File: src/rtl/mem_stage_lsu_pkg.sv
// Shared definitions for the MEM-stage load/store unit: access size codes,
// FSM state encodings, bus widths and the access legality rule.
package mem_stage_lsu_pkg;

  localparam int XLEN = 32;
  localparam int BE_W = XLEN / 8;

  // funct3 access size / sign codes
  localparam logic [2:0] LSU_B  = 3'b000;
  localparam logic [2:0] LSU_H  = 3'b001;
  localparam logic [2:0] LSU_W  = 3'b010;
  localparam logic [2:0] LSU_BU = 3'b100;
  localparam logic [2:0] LSU_HU = 3'b101;

  // FSM state encodings
  localparam logic [1:0] ST_IDLE = 2'd0;
  localparam logic [1:0] ST_BUSY = 2'd1;
  localparam logic [1:0] ST_DONE = 2'd2;

  // An access is legal when its funct3 exists for its direction and the
  // address is naturally aligned to the access size.
  function automatic logic lsu_legal(input logic [2:0] funct3,
                                     input logic [1:0] off,
                                     input logic       is_store);
    logic ok;
    case (funct3)
      LSU_B:   ok = 1'b1;
      LSU_H:   ok = ~off[0];
      LSU_W:   ok = (off == 2'b00);
      LSU_BU:  ok = ~is_store;
      LSU_HU:  ok = ~is_store & ~off[0];
      default: ok = 1'b0;
    endcase
    lsu_legal = ok;
  endfunction

endpackage

File: src/rtl/mem_stage_lsu_load_align.sv
// Selects the addressed byte/half of a read word and sign/zero extends it.
module mem_stage_lsu_load_align
  import mem_stage_lsu_pkg::*;
(
  input  logic [XLEN-1:0] rdata,
  input  logic [1:0]      off,
  input  logic [2:0]      funct3,
  output logic [XLEN-1:0] data
);

  logic [7:0]  lanes [BE_W];
  logic [7:0]  byte_sel;
  logic [15:0] half_sel;

  for (genvar gi = 0; gi < BE_W; gi++) begin : g_lane
    assign lanes[gi] = rdata[8*gi +: 8];
  end

  // Pick the lane(s) and apply the extension the funct3 asks for.
  always_comb begin
    byte_sel = lanes[off];
    half_sel = off[1] ? rdata[31:16] : rdata[15:0];
    case (funct3)
      LSU_B:   data = {{24{byte_sel[7]}}, byte_sel};
      LSU_BU:  data = {24'h0, byte_sel};
      LSU_H:   data = {{16{half_sel[15]}}, half_sel};
      LSU_HU:  data = {16'h0, half_sel};
      default: data = rdata;
    endcase
  end

endmodule

File: src/rtl/mem_stage_lsu.sv
// MEM-stage load/store unit: issues one req/ack bus cycle per legal access,
// stalls the pipeline while it is outstanding and formats load data.
module mem_stage_lsu
  import mem_stage_lsu_pkg::*;
#(
  parameter int unsigned TIMEOUT_CYCLES = 255
) (
  input  logic            clk,
  input  logic            rst_n,
  input  logic [XLEN-1:0] mem_alu_result_i,
  input  logic [XLEN-1:0] mem_wdata_i,
  input  logic            mem_mem_read_i,
  input  logic            mem_mem_write_i,
  input  logic [2:0]      mem_funct3_i,
  output logic            dmem_req_o,
  output logic            dmem_we_o,
  output logic [XLEN-1:0] dmem_addr_o,
  output logic [XLEN-1:0] dmem_wdata_o,
  output logic [BE_W-1:0] dmem_be_o,
  input  logic            dmem_ack_i,
  input  logic [XLEN-1:0] dmem_rdata_i,
  output logic [XLEN-1:0] mem_rdata_o,
  output logic            lsu_stall_o,
  output logic            lsu_misalign_o,
  output logic            lsu_bus_err_o
);

  localparam logic [15:0] CNT_LAST = 16'(TIMEOUT_CYCLES - 1);

  logic [1:0]      state_reg;
  logic [15:0]     cnt_reg;
  logic [XLEN-1:0] addr_reg, wdata_reg, rdata_reg;
  logic [BE_W-1:0] be_reg;
  logic            we_reg, bus_err_reg;
  logic [2:0]      f3_reg;
  logic [1:0]      off_reg;

  logic            access, is_store, legal, start;
  logic [1:0]      off;
  logic [BE_W-1:0] be_next;
  logic [XLEN-1:0] wdata_next, load_fmt;

  // Read+write together is treated as a load.
  assign access   = mem_mem_read_i | mem_mem_write_i;
  assign is_store = mem_mem_write_i & ~mem_mem_read_i;
  assign off      = mem_alu_result_i[1:0];
  assign legal    = lsu_legal(mem_funct3_i, off, is_store);
  assign start    = (state_reg == ST_IDLE) & access & legal;

  // Store lane replication and byte enables; loads read the whole word.
  always_comb begin
    be_next    = 4'b1111;
    wdata_next = mem_wdata_i;
    if (is_store) begin
      case (mem_funct3_i)
        LSU_B: begin
          be_next    = 4'b0001 << off;
          wdata_next = {4{mem_wdata_i[7:0]}};
        end
        LSU_H: begin
          be_next    = 4'b0011 << {off[1], 1'b0};
          wdata_next = {2{mem_wdata_i[15:0]}};
        end
        default: begin
          be_next    = 4'b1111;
          wdata_next = mem_wdata_i;
        end
      endcase
    end
  end

  mem_stage_lsu_load_align u_align (
    .rdata  (dmem_rdata_i),
    .off    (off_reg),
    .funct3 (f3_reg),
    .data   (load_fmt)
  );

  // IDLE -> BUSY on a legal access, BUSY -> DONE on ack or timeout, DONE -> IDLE.
  always_ff @(posedge clk or negedge rst_n) begin
    if (!rst_n) begin
      state_reg   <= ST_IDLE;
      cnt_reg     <= '0;
      addr_reg    <= '0;
      wdata_reg   <= '0;
      rdata_reg   <= '0;
      be_reg      <= '0;
      we_reg      <= 1'b0;
      bus_err_reg <= 1'b0;
      f3_reg      <= '0;
      off_reg     <= '0;
    end else begin
      case (state_reg)
        ST_IDLE: begin
          bus_err_reg <= 1'b0;
          if (start) begin
            addr_reg  <= {mem_alu_result_i[XLEN-1:2], 2'b00};
            wdata_reg <= wdata_next;
            be_reg    <= be_next;
            we_reg    <= is_store;
            f3_reg    <= mem_funct3_i;
            off_reg   <= off;
            cnt_reg   <= '0;
            state_reg <= ST_BUSY;
          end
        end
        ST_BUSY: begin
          if (dmem_ack_i) begin
            // Ack beats a simultaneous timeout.
            if (!we_reg) rdata_reg <= load_fmt;
            state_reg <= ST_DONE;
          end else if (cnt_reg == CNT_LAST) begin
            rdata_reg   <= '0;
            bus_err_reg <= 1'b1;
            state_reg   <= ST_DONE;
          end else begin
            cnt_reg <= cnt_reg + 16'd1;
          end
        end
        default: begin
          // DONE: MEM/WB captures the result at this edge; the access still
          // visible on EX/MEM is not reissued.
          bus_err_reg <= 1'b0;
          state_reg   <= ST_IDLE;
        end
      endcase
    end
  end

  assign dmem_req_o     = (state_reg == ST_BUSY);
  assign dmem_we_o      = we_reg;
  assign dmem_addr_o    = addr_reg;
  assign dmem_wdata_o   = wdata_reg;
  assign dmem_be_o      = be_reg;
  assign mem_rdata_o    = rdata_reg;
  assign lsu_bus_err_o  = bus_err_reg;
  assign lsu_stall_o    = start | (state_reg == ST_BUSY);
  assign lsu_misalign_o = (state_reg == ST_IDLE) & access & ~legal;

endmodule

File: config.mk
export PLATFORM = sky130hd
export DESIGN_NAME = mem_stage_lsu
export DESIGN_NICKNAME = d
export VERILOG_FILES = /design/src/rtl/mem_stage_lsu_pkg.sv /design/src/rtl/mem_stage_lsu_load_align.sv /design/src/rtl/mem_stage_lsu.sv
export SDC_FILE = /design/constraint.sdc
export NUM_CORES = 1
export LEC_CHECK = 0
export BUFFER_PORTS_ARGS = -buffer_cell sky130_fd_sc_hd__buf_2
export CAP_MARGIN = 40
export CORE_MARGIN = 1.5
export CORE_UTILIZATION = 54
export DETAILED_ROUTE_END_ITERATION = 8
export GPL_TIMING_DRIVEN = 0
export PLACE_DENSITY = 0.86
export SYNTH_ARGS = -nofsm -noshare
export SYNTH_HDL_FRONTEND = slang
export SYNTH_SLANG_ARGS = --single-unit
File: constraint.sdc
create_clock -name clk -period 7 [get_ports clk]
set_clock_uncertainty 0.05 [all_clocks]
set_input_delay 0 -clock clk [delete_from_list [all_inputs] [get_ports clk]]
set_output_delay 0 -clock clk [all_outputs]
set_load 0.01 [all_outputs]
==> impl_metrics.csv <==
group,metric,value,unit
placed_design,hpwlAfterDp,12530,um
worst_hold_path,holdCritStartpoint,"dmem_rdata_i[0]",
final_layout,drive_gt1_frac,0.2609,
routing,drc,0,
logic_synthesis,yosysWarnings,0,
worst_setup_path,worstSetupEndpointType,"flip-flop",
grt,grt-ovfl-total,0,
final_layout,final_cell_mix,"207 x buf_2, 171 x nand2_1, 123 x dfrtp_1, 123 x dlygate4sd3_1, 36 x mux2i_1",
routing,first_pass_iters,6,
worst_hold_path,min_path_type,"in -> reg",
logic_synthesis,synth-edff-count,0,
timing,setup_viol,0,
clock_network,cts_buffers,17,
power_and_ir_drop,power_frac_comb,0.352,
clock_network,cts.clk_slew.worst_paths,0.06,ns
routing,ant_nets,0,
worst_setup_path,path_class,"in -> reg",
routing,vias,7148,
grt,grt_pass1_wl,38670,um
grt,grt_antenna_before_repair,2,
status,status,"finished, final reports clean",
placed_design,gp_congestion,0.8976,
grt,grt_usage,0.4469,
final_layout,ff_latch_area,3078,um^2
logic_synthesis,ys_types,52,
power_and_ir_drop,seqPwrFrac,0.371,
worst_hold_path,hold_path_depth,4,
grt,grt_max_degree,89,
clock_network,clock_latency,0.54,ns
worst_setup_path,rr_endpoint,"dmem_wdata_o[18]$_DFFE_PN0P_",
logic_synthesis,syn_area_per_cell,9.485,um^2
power_and_ir_drop,p_sw,1.161,mW
final_layout,fillers,481,
power_and_ir_drop,p_int,1.893,mW
clock_network,cts_root_buf,"clkbuf_8",
routing,viasPerCell,6.365,
worst_setup_path,critPathMaxFanout,10,
timing,rsz0062_at_grt,"false",
logic_synthesis,synth_area,5899,um^2
worst_setup_path,worst_r2r_path_depth,6,
placed_design,dp_slack,4.458,ns
logic_synthesis,synthArstFlopShare,1.000,
logic_synthesis,synth_seq_area_share,0.5217,
worst_setup_path,startpoint_type,"primary input",
logic_synthesis,synth_cells,622,
die,core,10460,um^2
die,pin_count,209,
power_and_ir_drop,clock_power_share,0.276,
timing,post-route-min-period,3.101,ns
die,row_count,37,
final_layout,multi_input_area,2577,um^2
clock_network,cts-root-to-sink-buffers,2,
run,maxCapViolCount,0,
clock_network,cts_tree,"yes",
logic_synthesis,synth_flop_cell,"dfrtp_1",
routing,route.detailed.wl_per_inst,22.64,um
clock_network,cts_setup_buffers,0,
grt,grt_pass1_vias,7280,
power_and_ir_drop,peakVddDrop,0.2412,mV
worst_hold_path,hold_end,"mem_rdata_o[0]$_DFFE_PN0P_",
die,initial_utilization,0.5639,
die,dieArea,11560,um^2
final_layout,utilization,0.8553,
clock_network,clock-sinks,123,
power_and_ir_drop,swShare,0.3802,
power_and_ir_drop,power.leakage,4.448,nW
final_layout,area_growth,51.69,%
timing,finalSetupTns,0,ns
logic_synthesis,synth-seq-cells,123,
final_layout,final_nets,1078,
worst_setup_path,rrSetupSlack,3.93,ns
timing,hold_viol,0,
timing,layout_setup_ws,3.899,ns
routing,routed_wl,25430,um
die,fp.dieH,107.5,um
final_layout,final_common_cell,"buf_2",
worst_setup_path,critPathArrivalTime,3.46,ns
timing,relSlewSlack,0.4765,
timing,min_period_over_period,0.4431,
die,die_x,107.5,um
routing,drt_iter0_markers,1009,
worst_setup_path,cp.required,7.36,ns
clock_network,cts_max_level,4,
power_and_ir_drop,power.density,341.3,nW/um^2
worst_setup_path,r2r_start,"state_reg[1]$_DFFE_PN0P_",
timing,max_slew.worst_pin.slew,0.7853,ns
timing,maxSlewViolCount,0,
timing,max_freq,0.3224,GHz
placed_design,numPortBuffers,204,
metal layers:
metal	GRT usage	vias up	part of all wire
li1	-	2878	-
met1	0.5042	3322	0.34
met2	0.7279	729	0.47
met3	0.1320	219	0.12
met4	0.3092	0	0.081
met5	0	-	0
kinds of logic after synthesis:
group / count (synthesis) / synth area share
compound gates: 134 / 0.1555
xor+xnor: 2 / 0.002970
fa+ha+maj: 2 / 0.004241
buf+inv: 59 / 0.04199
flops: 123 / 0.5217
mux: 39 / 0.06872
other cells: 1 / 0.0006357
simple gates: 262 / 0.2042
critical path: stages:
cell and delay [ns]:
dlygate4sd3_1 0.57, clkbuf_1 0.22, a21boi_0 0.47, o221a_2 0.33
clkbuf_1 0.43, clkbuf_1 0.54, a31oi_1 0.25, dlygate4sd3_1 0.66
worst max path at each step:
stage / startpoint / endpoint
after detailed placement: cnt_reg[0]$_DFFE_PN0P_ / cnt_reg[7]$_DFFE_PN0P_
after global placement: rst_n / dmem_addr_o[20]$_DFFE_PN0P_
final: mem_funct3_i[2] / dmem_wdata_o[18]$_DFFE_PN0P_
after CTS: cnt_reg[0]$_DFFE_PN0P_ / mem_rdata_o[7]$_DFFE_PN0P_
after floorplan: cnt_reg[0]$_DFFE_PN0P_ / mem_rdata_o[26]$_DFFE_PN0P_
after global routing: cnt_reg[0]$_DFFE_PN0P_ / mem_rdata_o[7]$_DFFE_PN0P_
cell type report:
cell class / instances / share of cell area
flip-flops and latches: 123 / 0.3440
multi-input cells: 441 / 0.2880
repair buffers: 330 / 0.2582
clock buffers: 19 / 0.04936
plain buffers: 43 / 0.02097
well taps: 136 / 0.01902
clock inverters: 13 / 0.01314
inverters: 16 / 0.006711
diodes: 2 / 0.0005593
repair_timing:
action | 4_1_cts | 5_1_grt
resized for setup | 0 | 0
hold endpoints to repair | 227 | 0
setup endpoints to repair | 0 | 0
hold buffers | 124 | 0
synth_stat cells, drive strengths merged, types with 2 or more instances:
cell	instances	area, um^2
a211oi	2	15.01
a21boi	2	15.01
a21oi	29	148.9
a221o	17	170.2
a22o	6	52.55
a31oi	13	81.33
and3	3	18.77
and4	3	26.28
buf	10	63.80
clkbuf	33	123.9
dfrtp	123	3078
ha	2	25.02
inv	15	56.30
mux2	2	22.52
mux2i	36	360.4
nand2	171	641.9
nand2b	5	31.28
nand3	4	20.02
nand4	6	37.54
nor2	31	123.9
nor2b	15	93.84
nor3	3	15.01
nor3b	2	25.02
o211ai	7	52.55
o21a	3	22.52
o21ai	32	160.2
o221ai	7	61.31
o2bb2ai	2	17.52
o31ai	9	67.56
or3	4	25.02
or4	8	60.06
or4b	2	23.77
xor2	2	17.52
stage by stage:
step	total power [mW]	instance area, um^2	std cells	hold WS [ns]
floorplan	1.589	5903	623	-0.3456
global placement	1.958	7094	963	0.1382
detailed placement	1.998	7133	965	-0.1277
CTS	2.899	8944	1121	0.004745
global route	3.154	8946	1122	0.03595
finish	3.055	8949	1123	0.05854
power groups by stage:
stage	logic, mW	registers (mW)	clock network [mW]
6_report	1.08	1.13	0.844
5_1_grt	1.14	1.15	0.870
4_1_cts	0.984	1.09	0.825
3_5_place_dp	0.904	1.09	0
3_3_place_gp	0.873	1.08	0
2_1_floorplan	0.402	1.19	0
Note: power is estimated with default switching activity, not from simulation.
